===== src/rtl/bin_to_bcd_scan.sv =====
// 14-bit binary to 4-digit BCD converter (sequential double-dabble) with a
// latched display register and a time-multiplexed, active-low digit scanner.
module bin_to_bcd_scan #(
    parameter int REFRESH_DIV = 50000,
    parameter int BIN_W       = 14
) (
    input  logic             clk,
    input  logic             rst,
    input  logic [BIN_W-1:0] bin_in,
    input  logic             start,
    input  logic             blank_lz,
    output logic             busy,
    output logic             done,
    output logic             ovf,
    output logic [15:0]      value_bcd,
    output logic [3:0]       bcd,
    output logic [3:0]       an
);

    localparam int CNT_W = $clog2(REFRESH_DIV);
    localparam logic [CNT_W-1:0] CNT_MAX   = CNT_W'(REFRESH_DIV - 1);
    localparam logic [BIN_W-1:0] BIN_LIMIT = BIN_W'(9999);
    localparam logic [3:0]       LAST_ITER = 4'(BIN_W - 1);

    typedef enum logic [1:0] {
        IDLE,
        SHIFT,
        LATCH
    } state_t;

    state_t           state_q, state_d;
    logic [BIN_W-1:0] opnd_q, opnd_d;
    logic [15:0]      acc_q, acc_d;
    logic [3:0]       iter_q, iter_d;
    logic             ovf_pend_q, ovf_pend_d;
    logic             busy_q, busy_d;
    logic             done_q, done_d;
    logic             ovf_q, ovf_d;
    logic [15:0]      value_q, value_d;

    logic [CNT_W-1:0] scan_cnt_q, scan_cnt_d;
    logic [1:0]       dig_q, dig_d;
    logic [3:0]       an_q, an_d;
    logic [3:0]       bcd_q, bcd_d;

    logic [15:0]      acc_adj;
    logic [3:0]       lz_blank;

    // Per-nibble add-3 correction; nibbles never carry into each other.
    genvar gi;
    generate
        for (gi = 0; gi < 4; gi++) begin : g_add3
            assign acc_adj[4*gi +: 4] = (acc_q[4*gi +: 4] >= 4'd5) ?
                                        (acc_q[4*gi +: 4] + 4'd3) :
                                        acc_q[4*gi +: 4];
        end
    endgenerate

    // A digit is blank when it and every higher digit are zero; units always shows.
    generate
        for (gi = 0; gi < 4; gi++) begin : g_lz
            if (gi == 0) begin : g_units
                assign lz_blank[gi] = 1'b0;
            end else begin : g_upper
                assign lz_blank[gi] = blank_lz && (value_q[15:4*gi] == '0);
            end
        end
    endgenerate

    always_comb begin
        state_d    = state_q;
        opnd_d     = opnd_q;
        acc_d      = acc_q;
        iter_d     = iter_q;
        ovf_pend_d = ovf_pend_q;
        busy_d     = busy_q;
        done_d     = 1'b0;
        ovf_d      = ovf_q;
        value_d    = value_q;

        unique case (state_q)
            IDLE: begin
                if (start) begin
                    opnd_d     = (bin_in > BIN_LIMIT) ? BIN_LIMIT : bin_in;
                    ovf_pend_d = (bin_in > BIN_LIMIT);
                    acc_d      = 16'h0000;
                    iter_d     = 4'd0;
                    busy_d     = 1'b1;
                    state_d    = SHIFT;
                end
            end
            SHIFT: begin
                acc_d  = {acc_adj[14:0], opnd_q[BIN_W-1]};
                opnd_d = {opnd_q[BIN_W-2:0], 1'b0};
                iter_d = iter_q + 4'd1;
                if (iter_q == LAST_ITER) begin
                    state_d = LATCH;
                end
            end
            LATCH: begin
                value_d = acc_q;
                ovf_d   = ovf_pend_q;
                done_d  = 1'b1;
                busy_d  = 1'b0;
                state_d = IDLE;
            end
            default: begin
                state_d = IDLE;
                busy_d  = 1'b0;
            end
        endcase
    end

    // The scanner recomputes an/bcd only on a slot advance, so a mid-slot
    // value update waits for the next slot.
    always_comb begin
        scan_cnt_d = scan_cnt_q + 1'b1;
        dig_d      = dig_q;
        an_d       = an_q;
        bcd_d      = bcd_q;
        if (scan_cnt_q == CNT_MAX) begin
            scan_cnt_d = '0;
            dig_d      = dig_q + 2'd1;
            if (lz_blank[dig_d]) begin
                an_d  = 4'b1111;
                bcd_d = 4'h0;
            end else begin
                an_d  = ~(4'b0001 << dig_d);
                bcd_d = value_q[{dig_d, 2'b00} +: 4];
            end
        end
    end

    always_ff @(posedge clk or posedge rst) begin
        if (rst) begin
            state_q    <= IDLE;
            opnd_q     <= '0;
            acc_q      <= 16'h0000;
            iter_q     <= 4'd0;
            ovf_pend_q <= 1'b0;
            busy_q     <= 1'b0;
            done_q     <= 1'b0;
            ovf_q      <= 1'b0;
            value_q    <= 16'h0000;
            scan_cnt_q <= '0;
            dig_q      <= 2'd0;
            an_q       <= 4'b1110;
            bcd_q      <= 4'h0;
        end else begin
            state_q    <= state_d;
            opnd_q     <= opnd_d;
            acc_q      <= acc_d;
            iter_q     <= iter_d;
            ovf_pend_q <= ovf_pend_d;
            busy_q     <= busy_d;
            done_q     <= done_d;
            ovf_q      <= ovf_d;
            value_q    <= value_d;
            scan_cnt_q <= scan_cnt_d;
            dig_q      <= dig_d;
            an_q       <= an_d;
            bcd_q      <= bcd_d;
        end
    end

    assign busy      = busy_q;
    assign done      = done_q;
    assign ovf       = ovf_q;
    assign value_bcd = value_q;
    assign bcd       = bcd_q;
    assign an        = an_q;

endmodule

===== config.mk =====
export PLATFORM = sky130hd
export DESIGN_NAME = bin_to_bcd_scan
export DESIGN_NICKNAME = d
export VERILOG_FILES = /design/src/rtl/bin_to_bcd_scan.sv
export SDC_FILE = /design/constraint.sdc
export NUM_CORES = 1
export LEC_CHECK = 0
export CAP_MARGIN = 20
export CORE_ASPECT_RATIO = 0.6
export CORE_UTILIZATION = 50
export DETAILED_ROUTE_END_ITERATION = 8
export PLACE_DENSITY = 0.77
export SLEW_MARGIN = 20
export SYNTH_ARGS = -nofsm -noshare
export SYNTH_HDL_FRONTEND = slang
export SYNTH_SLANG_ARGS = --single-unit

===== constraint.sdc =====
create_clock -name clk -period 2.48 [get_ports clk]
set_input_delay 0.496 -clock clk [delete_from_list [all_inputs] [get_ports clk]]
set_output_delay 0.496 -clock clk [all_outputs]
set_load 0.005 [all_outputs]

Yosys cells after proc, flatten, opt, wreduce, memory -nomap -nowiden
Index checks and enable logic that the tools add are counted.

Register bits: 82. Bits of input ports: 18. Output and inout port bits: 27. Word-level logic and storage cells: 70.

Add/subtract/negate cells: 7. Magnitude comparators: 6. Equal/unequal tests: 6. Shift-type cells: 2. Mux-type cells: 22. Bitwise logic cells: 2. Reduce and logical (&&, ||, !) cells: 12.

Operator list (number): 2-to-1 mux 16 bit (2); one-hot mux 16 bit (2 select lines) (1); 2-to-1 mux 14 bit (2); one-hot mux 14 bit (2 select lines) (1); 2-to-1 mux 4 bit (6); adder 16 x 1 -> 16 bit, second input constant (1); == test 16 bit, second input constant (1); >= comparator 4 x 3 -> 1 bit, second input constant (4); variable part select 16 x 5 -> 4 bit (1); > comparator 14 bit, second input constant (1); adder 4 x 2 -> 4 bit, second input constant (3); logical NOT 12 bit (1); logical NOT 8 bit (1); one-hot mux 4 bit (2 select lines) (1); AND reduction 2 bit (4); adder 4 x 1 -> 4 bit, second input constant (1); == test 4 bit, second input constant (1); logical NOT 4 bit (1); 2-to-1 mux 2 bit (2); != test 2 bit, second input constant (2); inverter 4 bit (1); one-hot mux 2 bit (2 select lines) (1); left shift 1 x 2 -> 4 bit, first input constant (1); adder 3 x 2 -> 3 bit, second input constant (1); 12 further kinds (16).

Longest topological paths before layout
Word-level depth: 5. Depth in mapped cells: 7. Mapped depth without buffers: 6.

Worst setup path after synthesis
No wires, ideal clock.

Path kind: reg-to-reg. Start point: register dig_q[0]. End point: register bcd_q[0], in the netlist bcd[0]. Setup time: 0.125 ns. Arrival: 1.893 ns. Data required time: 2.355 ns. Setup slack: 0.462 ns. Cell stages (with the launch flop): 6. Buffers on the path: 1. Clock period less this slack: 2.018 ns. Cells stage by stage: dfrtp_1 inv_1 ha_1 clkbuf_1 mux4_2 mux2_4.

Word-level cells in the longest chain between the ends: 4. Elaborated cells on any way between the ends: 5. Those cells by class: 1 x add/sub; 1 x shift; 3 x mux.

Ends and longest elaborated chain: start, declared (line 42) `logic [1:0] dig_q, dig_d;`; start signal, assigned (line 160) `dig_q <= dig_d;`; adder 2 x 1 -> 2 bit * (line 123) `dig_d = dig_q + 2'd1;`; branches (longest 2 deep; another with variable part select 16 x 5 -> 4 bit); 2-to-1 mux 4 bit * (line 124) `if (lz_blank[dig_d]) begin`; end signal, assigned (line 148) `bcd_q <= 4'h0;`; end signal, assigned (line 162) `bcd_q <= bcd_d;`; end, declared (line 44) `logic [3:0] bcd_q, bcd_d;`.

Mark *: on every way between the ends. The select of a mux whose other input is x is not followed. A chain may end at the register's enable or synchronous reset.

Worst setup path in the final report
Same ends and word-level chain as after synthesis.

==> results.cfg <==
[timing]
finalCriticalPeriod_ns = 2.12
worst_slew_pin_slew_ns = 0.866
max_freq_mhz = 471
finalMaxSlewViolations = 0
worst_slew_margin_rel_pct = 42.1
setup_violations = 0
tns_ns = 0
post-route-period-util_pct = 85.5
timing.hold.ws_ns = 0.468
finClkSkew_ns = 0.00942
finalHoldViolCount = 0
rsz0062_at_grt = false

[critical_path]
start_kind = flip-flop
cp_slowest_stage_delay_ns = 0.56
crit_buf_inv = 1
worstPathCellList = inv_1, ha_1, mux4_2, mux2_4
cp_slowest_cell = mux4_2
path_class = reg2reg
r2r_slack_ns = 0.36
required_ns = 2.70
crit_family = multiplexers
worstPathMaxFanout = 7
critPathCaptureType = flip-flop
cp_data_arrival_time_ns = 2.34

[global_route]
antenna_found_initial = 0
use_met2_pct = 31.3
use_met3_pct = 6.77
grt_busiest_layer = met1
use_met1_pct = 32.0
grt_max_degree = 83
track_usage_pct = 21.9
grt_pass1_wl_mm = 13.4
grt_pass1_vias = 2663
gr-total-overflow = 0

[pwr]
peakVddDrop_uv = 453
power_leakage_nw = 2.16
power.density_nw_per_um2 = 1090

[layout]
drive_above_1_share_pct = 14.1
diodes = 0
area_growth_pct = 23.0
nets = 424

[routing]
drt-total-wl_mm = 7.87
num_vias = 2732
antenna_left = 0
viasPerCell = 5.46
drcViolationCount = 0
wl_per_cell_microns = 15.7
dr.pass1.iters = 4
drtIter0Drc = 199

[floorplan]
die_h_microns = 70.3
rows = 24
ios = 45
die-area_sq_um = 8140
start_util_pct = 52.6
core_area_sq_um = 7390
fp.dieW_microns = 116

[synthesis]
synthTopCellsByArea = dfrtp_1 (51%), mux2_2 (6.4%), ha_1 (4.8%), nand3_1 (4.1%), o21ai_0 (2.6%)
yosys_warnings = 0
syn_area_sq_um = 3890
syn_inst = 344
yosys_register_bits = 82
yosys-top-cells-count = dfrtp_1 (79), nand3_1 (32), mux2_2 (22), nand2_1 (22), o21ai_0 (20)
synth-main-ff-cell = dfrtp_1
synthArstFlopShare_pct = 100
ys_types = 38
synth.most_common_cell = dfrtp_1
synth_nets = 377
synth.largest_area_cell = dfrtp_1
yosys.area.top_type_share_pct = 50.9
ys_seq_area_share_pct = 52.9
syn_avg_cell_area_sq_um = 11.3
synth_edf_count = 0

[cts]
cts_hold_buf = 0
clk_pin_slew_ns = 0.06
h-tree-depth = 3
clk_latency_ns = 0.34
root_buffer = clkbuf_16
cts_setup_buffers = 0
cts.path.max_buffers = 2
post_cts_resized = 0
cts_sinks = 82
cts_tree = done
numCtsBuffers = 9

[placement]
place.gp.congestion = 0.795
port_buffers = 44
hpwl_mm = 5.45

[flow_run]
maxCapViolations = 0

[min_path]
hold_class = reg2reg

[outcome]
status = complete, no violations
## report_power, final
part	switching (mW)	internal, mW
sequential	0.385	1.73
clock	0.511	0.936
combinational	0.782	0.876
total	1.68	3.54
## flip-flops by register name, summed over array words and instances (netlist names)
name and flops:
opnd_q 14, ovf 1, value_bcd 16, iter_q 4, state_q 2, dig_q 2, acc_q 16, done 1
busy 1, bcd 4, ovf_pend_q 1, an 4, scan_cnt_q 16
## stage by stage
step,instance area (sq um),worst slack [ns],instances,util [%],power [mW]
2_1_floorplan,3890,0.462,344,-,3.15
3_3_place_gp,4450,0.375,484,60.2,3.69
3_5_place_dp,4450,0.332,484,60.2,3.78
4_1_cts,4780,0.339,500,64.7,5.25
5_1_grt,4780,0.260,500,64.7,5.55
6_report,4780,0.359,500,64.7,5.22
## kinds of logic after synthesis
logic type	count (synthesis)	share of synthesized area (%)
simple gates	106	13.9
flops	82	52.9
compound gates	58	9.82
buf+inv	32	3.67
mux	32	10.6
xor+xnor	19	4.28
fa+ha+maj	15	4.83
## layout by cell type (no fill, tap or decap), types with 2 or more instances in the layout
| cell type | n |
|---|---|
| dfrtp_1 | 79 |
| clkdlybuf4s50_1 | 44 |
| nand3_1 | 32 |
| mux2_2 | 22 |
| nand2_1 | 22 |
| o21ai_0 | 20 |
| nor2_1 | 19 |
| inv_1 | 15 |
| ha_1 | 15 |
| xnor2_1 | 11 |
| a21oi_1 | 9 |
| clkbuf_16 | 9 |
| xor2_1 | 8 |
| a22oi_1 | 8 |
| nand2b_1 | 7 |
| buf_4 | 7 |
| o31ai_1 | 6 |
| nand4_1 | 6 |
| a32o_1 | 4 |
| nor4_1 | 4 |
| a22o_1 | 4 |
| a21o_1 | 4 |
| mux4_2 | 4 |
| nor2b_1 | 3 |
| nor3b_1 | 3 |
| mux2i_1 | 3 |
| mux2_4 | 3 |
| o22a_1 | 3 |
| dfstp_2 | 3 |
| and3_1 | 2 |
| nor3_1 | 2 |
| bufinv_16 | 2 |
| clkbuf_8 | 2 |
## layout make-up
class / count / area [sq um]
clock buffer: 12 / 256
multi-input combinational: 230 / 1690
sequential: 82 / 2060
inverter: 16 / 63.8
clock inverter: 4 / 73.8
timing repair buffer: 52 / 513
tap: 104 / 130
fill: 575 / 2610
## metal layers
layer | up-vias | share of wire, %
li1 | 1323 | -
met1 | 1343 | 50
met2 | 59 | 44
met3 | 7 | 4.8
met4 | 0 | 0.97
met5 | - | 0
## worst paths after layout
check,start,to,cells past startpoint
worst max-delay path,dig_q[0]$_DFFE_PP0N_,bcd[0]$_DFFE_PP0N_,4
worst min-delay path,opnd_q[10]$_DFFE_PP0P_,opnd_q[11]$_DFFE_PP0P_,2
worst max register to register,dig_q[0]$_DFFE_PP0N_,bcd[0]$_DFFE_PP0N_,4
worst min register to register,opnd_q[10]$_DFFE_PP0P_,opnd_q[11]$_DFFE_PP0P_,2
max in group asynchronous,rst,an[2]$_DFFE_PP1N_,3
min in group asynchronous,rst,busy$_DFFE_PP0P_,3
## worst register-to-register path, stage by stage, from the launching register on
cell     delay, ns
dfrtp_1       0.49
inv_1         0.18
ha_1          0.50
mux4_2        0.56
mux2_4        0.28
(Power assumes the default switching activity.)
